$ cat src/rtl/fifo_flags.sv
// Synchronous FIFO with registered read data and occupancy-derived status flags
// (full/empty plus run-time programmable almost-full/almost-empty thresholds).
module fifo_flags #(
  parameter int DATA_WIDTH = 6,
  parameter int ADDR_WIDTH = 3
) (
  input  logic                  clk,
  input  logic                  rst,
  input  logic                  enb,
  input  logic                  push,
  input  logic [DATA_WIDTH-1:0] data_in,
  input  logic                  pop,
  output logic [DATA_WIDTH-1:0] data_out,
  output logic                  valid_out,
  input  logic [ADDR_WIDTH:0]   umbral_full,
  input  logic [ADDR_WIDTH:0]   umbral_empty,
  output logic                  full,
  output logic                  empty,
  output logic                  almost_full,
  output logic                  almost_empty,
  output logic                  error
);

  localparam logic [ADDR_WIDTH:0] DEPTH = {1'b1, {ADDR_WIDTH{1'b0}}};

  logic [DATA_WIDTH-1:0] mem [2**ADDR_WIDTH];
  logic [ADDR_WIDTH-1:0] wrPtr;
  logic [ADDR_WIDTH-1:0] rdPtr;
  logic [ADDR_WIDTH:0]   count;

  logic popOk;
  logic pushOk;
  logic overflow;
  logic underflow;

  // A push into a full FIFO is still accepted when a pop frees a slot in the same cycle.
  always_comb begin
    popOk     = pop && (count != '0);
    pushOk    = push && ((count != DEPTH) || popOk);
    overflow  = push && (count == DEPTH) && !popOk;
    underflow = pop && (count == '0);
  end

  always_ff @(posedge clk) begin
    if (enb && pushOk) begin
      mem[wrPtr] <= data_in;
    end
  end

  always_ff @(posedge clk or posedge rst) begin
    if (rst) begin
      wrPtr     <= '0;
      rdPtr     <= '0;
      count     <= '0;
      data_out  <= '0;
      valid_out <= 1'b0;
      error     <= 1'b0;
    end else if (enb) begin
      if (pushOk) begin
        wrPtr <= wrPtr + 1'b1;
      end
      if (popOk) begin
        data_out <= mem[rdPtr];
        rdPtr    <= rdPtr + 1'b1;
      end
      valid_out <= popOk;
      error     <= overflow || underflow;
      unique case ({pushOk, popOk})
        2'b10:   count <= count + 1'b1;
        2'b01:   count <= count - 1'b1;
        default: count <= count;
      endcase
    end else begin
      valid_out <= 1'b0;
      error     <= 1'b0;
    end
  end

  always_comb begin
    full         = (count == DEPTH);
    empty        = (count == '0);
    almost_full  = (count >= umbral_full);
    almost_empty = (count <= umbral_empty);
  end

endmodule

$ cat config.mk
export PLATFORM = sky130hd
export DESIGN_NAME = fifo_flags
export DESIGN_NICKNAME = d
export VERILOG_FILES = /design/src/rtl/fifo_flags.sv
export SDC_FILE = /design/constraint.sdc
export NUM_CORES = 1
export LEC_CHECK = 0
export BUFFER_PORTS_ARGS = -buffer_cell sky130_fd_sc_hd__buf_4
export CORE_MARGIN = 2
export CORE_UTILIZATION = 56
export DETAILED_ROUTE_END_ITERATION = 10
export PLACE_DENSITY = 0.76
export SYNTH_ARGS = -nofsm -noshare
export SYNTH_HDL_FRONTEND = slang
export SYNTH_SLANG_ARGS = --single-unit
$ cat constraint.sdc
create_clock -name clk -period 6 [get_ports clk]
set_input_delay 1.2 -clock clk [delete_from_list [all_inputs] [get_ports clk]]
set_output_delay 1.2 -clock clk [all_outputs]
set_load 0.005 [all_outputs]
==> Word level (Yosys, flattened, before mapping) <==
Memory sizes are Yosys's and may differ from the RTL's. A register that Yosys moved wholly into a read port is not among the register bits.
Index checks and enable logic that the tools add are counted.
{ "classes": {"n_eq_ne": 4, "add_sub_neg": 4, "n_div": 0, "mul": 0, "shifts": 0, "n_lt_le_gt_ge": 2, "reduce_logical": 15, "bitwise_logic": 0, "muxes": 5} }
{ "ops": {"columns": ["cell", "count"], "rows": [
  ["4-bit case mux with 2 select lines", 1],
  ["3-bit by 1-bit adder with 3-bit output, second input constant", 2],
  ["1-bit logical AND", 6],
  ["2-bit AND reduction", 3],
  ["4-bit by 1-bit adder with 4-bit output, second input constant", 1],
  ["4-bit == test, second input constant", 1],
  ["4-bit >= comparator", 1],
  ["4-bit less-or-equal comparator", 1],
  ["4-bit zero test", 1],
  ["1-bit 2-to-1 mux", 4],
  ["4-bit inequality test, second input constant", 1],
  ["4-bit nonzero test", 1],
  ["4-bit by 1-bit subtractor with 4-bit output, second input constant", 1],
  ["2-bit by 1-bit == test with 1-bit output, second input constant", 1],
  ["2-bit == test, second input constant", 1],
  ["1-bit logical OR", 2],
  ["2-bit nonzero test", 1],
  ["1-bit zero test", 1]
]} }
{ "totals": {"output_inout_bits": 12, "register_bits": 12, "n_memories": 1, "inputBits": 19, "latch_bits": 0, "mem_bits_ro": 0, "mem_bits_rw": 48} }
{ "mem_list": {"columns": ["memory", "words", "width", "rd", "rd_ports_with_merged_regs", "write_ports", "line", "rtl"], "rows": [
  ["mem", 8, 6, 1, 1, 1, "26", "logic [DATA_WIDTH-1:0] mem [2**ADDR_WIDTH];"]
]} }

==> Depth between registers and ports, before layout <==
{ "depth": {"depth_word": 7, "depth_mapped": 11, "depth_no_buf": 10} }

==> Least setup slack after synthesis <==
OpenSTA, ideal clock, no wires.
{ "synth_path": {"path_kind": "input -> output", "start": "in umbral_empty[1]", "end": "out almost_empty", "path_buffers": 0, "setup_slack_ns": 2.690, "required_time_ns": 4.800, "t_arrival_ns": 2.110, "stages": 6, "cell_sequence": "inv_1 -> ha_1 -> nor2b_1 -> o21a_1 -> o21a_1 -> o21ai_0"} }
{ "synth_via": {"elab_chain_cells": 1} }
{ "synth_lines": {"columns": ["element", "line", "rtl"], "rows": [
  ["from (decl)", "16", "input logic [ADDR_WIDTH:0] umbral_empty,"],
  ["4-bit less-or-equal comparator", "83", "almost_empty = (count <= umbral_empty);"],
  ["to (decl)", "20", "output logic almost_empty,"]
]} }
Every way passes these cells.

==> Worst setup path in the final report <==
{ "layout_path": {"start": "in umbral_full[0]", "end": "out almost_full"} }
{ "layout_via": {"elab_chain_cells": 1} }
{ "layout_lines": {"columns": ["element", "line", "rtl"], "rows": [
  ["from (decl)", "15", "input logic [ADDR_WIDTH:0] umbral_full,"],
  ["4-bit >= comparator", "82", "almost_full = (count >= umbral_full);"],
  ["to (decl)", "19", "output logic almost_full,"]
]} }
Every way passes these cells.

==> results.txt <==
----------------------------------------------------
[Power and ir drop]
  Leakage component of the power ... 1.40 nW
  Power per standard cell area ... 433 nW/um2
  Portion of total power attributed to sequential cells ... 44.0%
  Combinational fraction of design power ... 32.4%
  Clock power share ... 23.6%
  Net Switching ... 0.489 mW
  Peak supply drop ... 0.000230 V
  Switching portion of total power ... 32.8%
  Cell-internal power ... 1.00 mW

[Worst setup path]
  Crit Reg-Reg Endpoint ... count[2]$_DFFE_PP0P_
  Launching point of the worst reg2reg path ... count[3]$_DFFE_PP0P_
  Setup slack, reg-to-reg ... 3410 ps
  Type of element capturing the critical path ... primary output
  Worst Path Arrival ... 2340 ps
  Worst endpoint required time ... 4800 ps
  Crit Path Class ... input port to primary output
  CP startpoint kind ... input port
  Worst setup path startpoint ... umbral_full[0]
  Maximum fanout along the worst path ... 1
  Number of cells on the worst reg-to-reg path ... 9

[Yosys]
  Syn Std Cell Area ... 2970 um2
  Share of synthesized area occupied by flip-flops and latches ... 63.7%
  Cells after synthesis ... 211
  Share of flip-flops with an asynchronous set or reset ... 27.3%
  Share of the synthesized area in the top cell type ... 48.5%
  Post-Synthesis Net Count ... 243
  Biggest area consumer among synthesized cells ... sky130_fd_sc_hd__edfxtp_1
  Mapped Avg Cell Area ... 14.1 um2
  Number of synthesized register bits ... 66
  Post-synth top flop ... sky130_fd_sc_hd__edfxtp_1
  Synth top cells by count ... sky130_fd_sc_hd__edfxtp_1 (48), sky130_fd_sc_hd__mux2i_1 (24), sky130_fd_sc_hd__dfrtp_1 (18), sky130_fd_sc_hd__nand2_1 (14), sky130_fd_sc_hd__ha_1 (13)
  Syn. warnings ... 0
  Count of flip-flops with a built-in enable after synthesis ... 48
  Dominant cell by count in the synthesized netlist ... sky130_fd_sc_hd__edfxtp_1
  Top area cells in the synthesized netlist ... sky130_fd_sc_hd__edfxtp_1 (49%), sky130_fd_sc_hd__dfrtp_1 (15%), sky130_fd_sc_hd__mux2i_1 (8.1%)
  Unique masters post-synth ... 36

[STA]
  Transition time at the pin with the least slew margin ... 998 ps
  Final period demand of the worst path ... 3540 ps
  Clock skew after layout ... 8.68 ps
  Fmax achieved ... 283 MHz
  Period utilisation layout ... 58.9%
  Unrepaired setup endpoints after global routing ... false
  Final hold violation count ... 0
  Final count of negative-setup-slack endpoints ... 0
  Tightest slew margin relative to the limit ... 33.0%
  Final Slew Violations ... 0
  Setup TNS ... 0 ps

[Clocking]
  Post_cts resized ... 0
  Clock Latency Late Sink ... 340 ps
  TritonCTS clock tree ... yes
  Number of sinks driven by the clock tree ... 66
  Longest Clk Path Bufs ... 2
  Clock tree root driver cell ... sky130_fd_sc_hd__clkbuf_8
  Hold-fix buffer count after cts ... 0
  CTS Buf Count ... 9
  Setup bufs post-CTS ... 0
  Clock-pin slew on the worst setup and hold paths ... 60 ps
  Number of levels the H-tree was split into ... 3

[Routing]
  Residual DRC count ... 0
  Total via count in the routed design ... 1755
  Antenna viol nets, final ... 0
  Detailed Routing Iterations Pass 1 ... 4
  Vias/cell ... 5.43
  Average wire length per cell after detail routing ... 15.7 um
  Detailed Route WL ... 5.06 mm
  Violation count after the first detailed-route iteration ... 148

[GRT]
  Met1 track demand over resource in global routing ... 25.7%
  Global-route layer with the greatest usage ... met2
  Global-route wire length before repair ... 8.14 mm
  Number of global-route vias before repair ... 1673
  Fraction of met3 tracks used by global routing ... 4.00%
  Antenna violations before repair ... 0
  GR Util All Layers ... 18.3%
  Remaining Overflow, GRT ... 0
  Met2 usage ... 27.2%
  Largest net degree at the start of global routing ... 27

[Floorplan]
  Effective utilization at floorplan ... 58.2%
  Area of the die ... 5910 um2
  DIE HEIGHT ... 76.8 um
  Site row count ... 26
  Core region area ... 5110 um2
  Total I/O pin count ... 31
  Die Span X ... 76.8 um

[Min path]
  Type of the worst min-delay path ... flop to flop
  Min-delay src ... data_out[5]$_DFFE_PP0P_
  End of the worst hold path ... data_out[5]$_DFFE_PP0P_
  Cells on Worst Hold Path ... 2

[Finish]
  Final Cell Area ... 3450 um2
  Fillcell total ... 365
  Nets ... 280
  Area delta synth->final ... 16.0%
  N_diodes ... 0
  Proportion of layout cells with a drive suffix above 1 ... 20.9%

[Status]
  Result of the run ... finished, final reports clean

[Place]
  Weighted congestion reported at the end of routability-driven placement ... 0.775
  Count of input and output buffers ... 30
  Placed Instance Area ... 3260 um2
  Dpl hpwl ... 3.44 mm

[Flow run]
  Number of maximum-capacitance violations ... 0

----------------------------------------------------
==> area by class of cell <==
| type | instances | area (um2) | share of cell area, % |
|---|---|---|---|
| Clock inverter | 6 | 58.8 | 1.71 |
| Clock buffer | 10 | 128 | 3.70 |
| Inverter | 10 | 37.5 | 1.09 |
| Timing Repair Buffer | 32 | 240 | 6.97 |
| Tap cell | 70 | 87.6 | 2.54 |
| Multi-Input combinational cell | 129 | 1000 | 29.1 |
| Sequential cell | 66 | 1890 | 54.9 |
==> state kept, by name, indices dropped and copies added (netlist names) <==
name and count:
data_out 6, wrPtr 3, mem 48, count 4, valid_out 1, rdPtr 3, error 1
==> power by group through the flow <==
stage                     clock network [mW]  logic, mW  registers, mW
after global routing                   0.372      0.538          0.668
after detailed placement                   0      0.485          0.666
after CTS                              0.357      0.488          0.656
final                                  0.352      0.484          0.656
after global placement                     0      0.471          0.662
after floorplan                            0      0.363          0.643
==> cells by family after synthesis <==
family | share of synthesized area (%)
AOI/OAI and AO/OA | 6.86
adders and majority gates | 5.47
buffers and inverters | 2.61
and+or+nand+nor | 9.39
muxes | 9.35
xor gates and xnor gates | 2.65
DFF | 63.7
==> how the worst max path moves through the flow <==
stage                         endpoint  cells after the start
final                      almost_full                      7
after global routing       almost_full                      7
after CTS                  almost_full                      7
after detailed placement   almost_full                      7
after global placement     almost_full                      7
after floorplan           almost_empty                      6
==> per-layer routing <==
metal	wire length [um]	up-vias
li1	-	856
met2	2330	43
met3	208	9
met4	89	0
met5	0	-
met1	2430	847
==> per-stage QoR <==
step | cells | setup slack [ps] | total power, mW | hold WS [ps] | utilization (%)
finish | 323 | 2460 | 1.49 | 514 | 67.5
detailed placement | 307 | 2460 | 1.15 | 502 | 63.8
floorplan | 211 | 2690 | 1.01 | 490 | -
CTS | 323 | 2460 | 1.50 | 520 | 67.5
global placement | 307 | 2470 | 1.13 | 495 | 63.8
global route | 323 | 2400 | 1.58 | 552 | 67.5
==> layout by cell type (no fill, tap or decap), types with 2 or more instances in the layout <==
master / count
sky130_fd_sc_hd__dfrtp_1: 18
sky130_fd_sc_hd__and2_1: 2
sky130_fd_sc_hd__inv_1: 10
sky130_fd_sc_hd__clkinv_2: 2
sky130_fd_sc_hd__nand3_1: 8
sky130_fd_sc_hd__clkbuf_8: 9
sky130_fd_sc_hd__and2b_1: 2
sky130_fd_sc_hd__xor2_1: 2
sky130_fd_sc_hd__mux2i_1: 24
sky130_fd_sc_hd__a21oi_1: 2
sky130_fd_sc_hd__a22oi_1: 12
sky130_fd_sc_hd__mux2_2: 2
sky130_fd_sc_hd__nand2b_1: 2
sky130_fd_sc_hd__ha_1: 13
sky130_fd_sc_hd__buf_4: 32
sky130_fd_sc_hd__a21o_1: 3
sky130_fd_sc_hd__xnor2_1: 7
sky130_fd_sc_hd__o21a_1: 2
sky130_fd_sc_hd__clkinvlp_4: 2
sky130_fd_sc_hd__nand2_1: 14
sky130_fd_sc_hd__edfxtp_1: 48
sky130_fd_sc_hd__nor3_1: 5
sky130_fd_sc_hd__o21ai_0: 8
sky130_fd_sc_hd__nor2b_1: 5
sky130_fd_sc_hd__nor2_1: 5
==> critical path: stages <==
cell                       delay, ps
sky130_fd_sc_hd__buf_4           110
sky130_fd_sc_hd__ha_1            270
sky130_fd_sc_hd__nand2b_1        130
sky130_fd_sc_hd__a21o_1          170
sky130_fd_sc_hd__a21o_1          160
sky130_fd_sc_hd__a21o_1          160
sky130_fd_sc_hd__buf_4           130
Power figures use the tool's default switching activity.
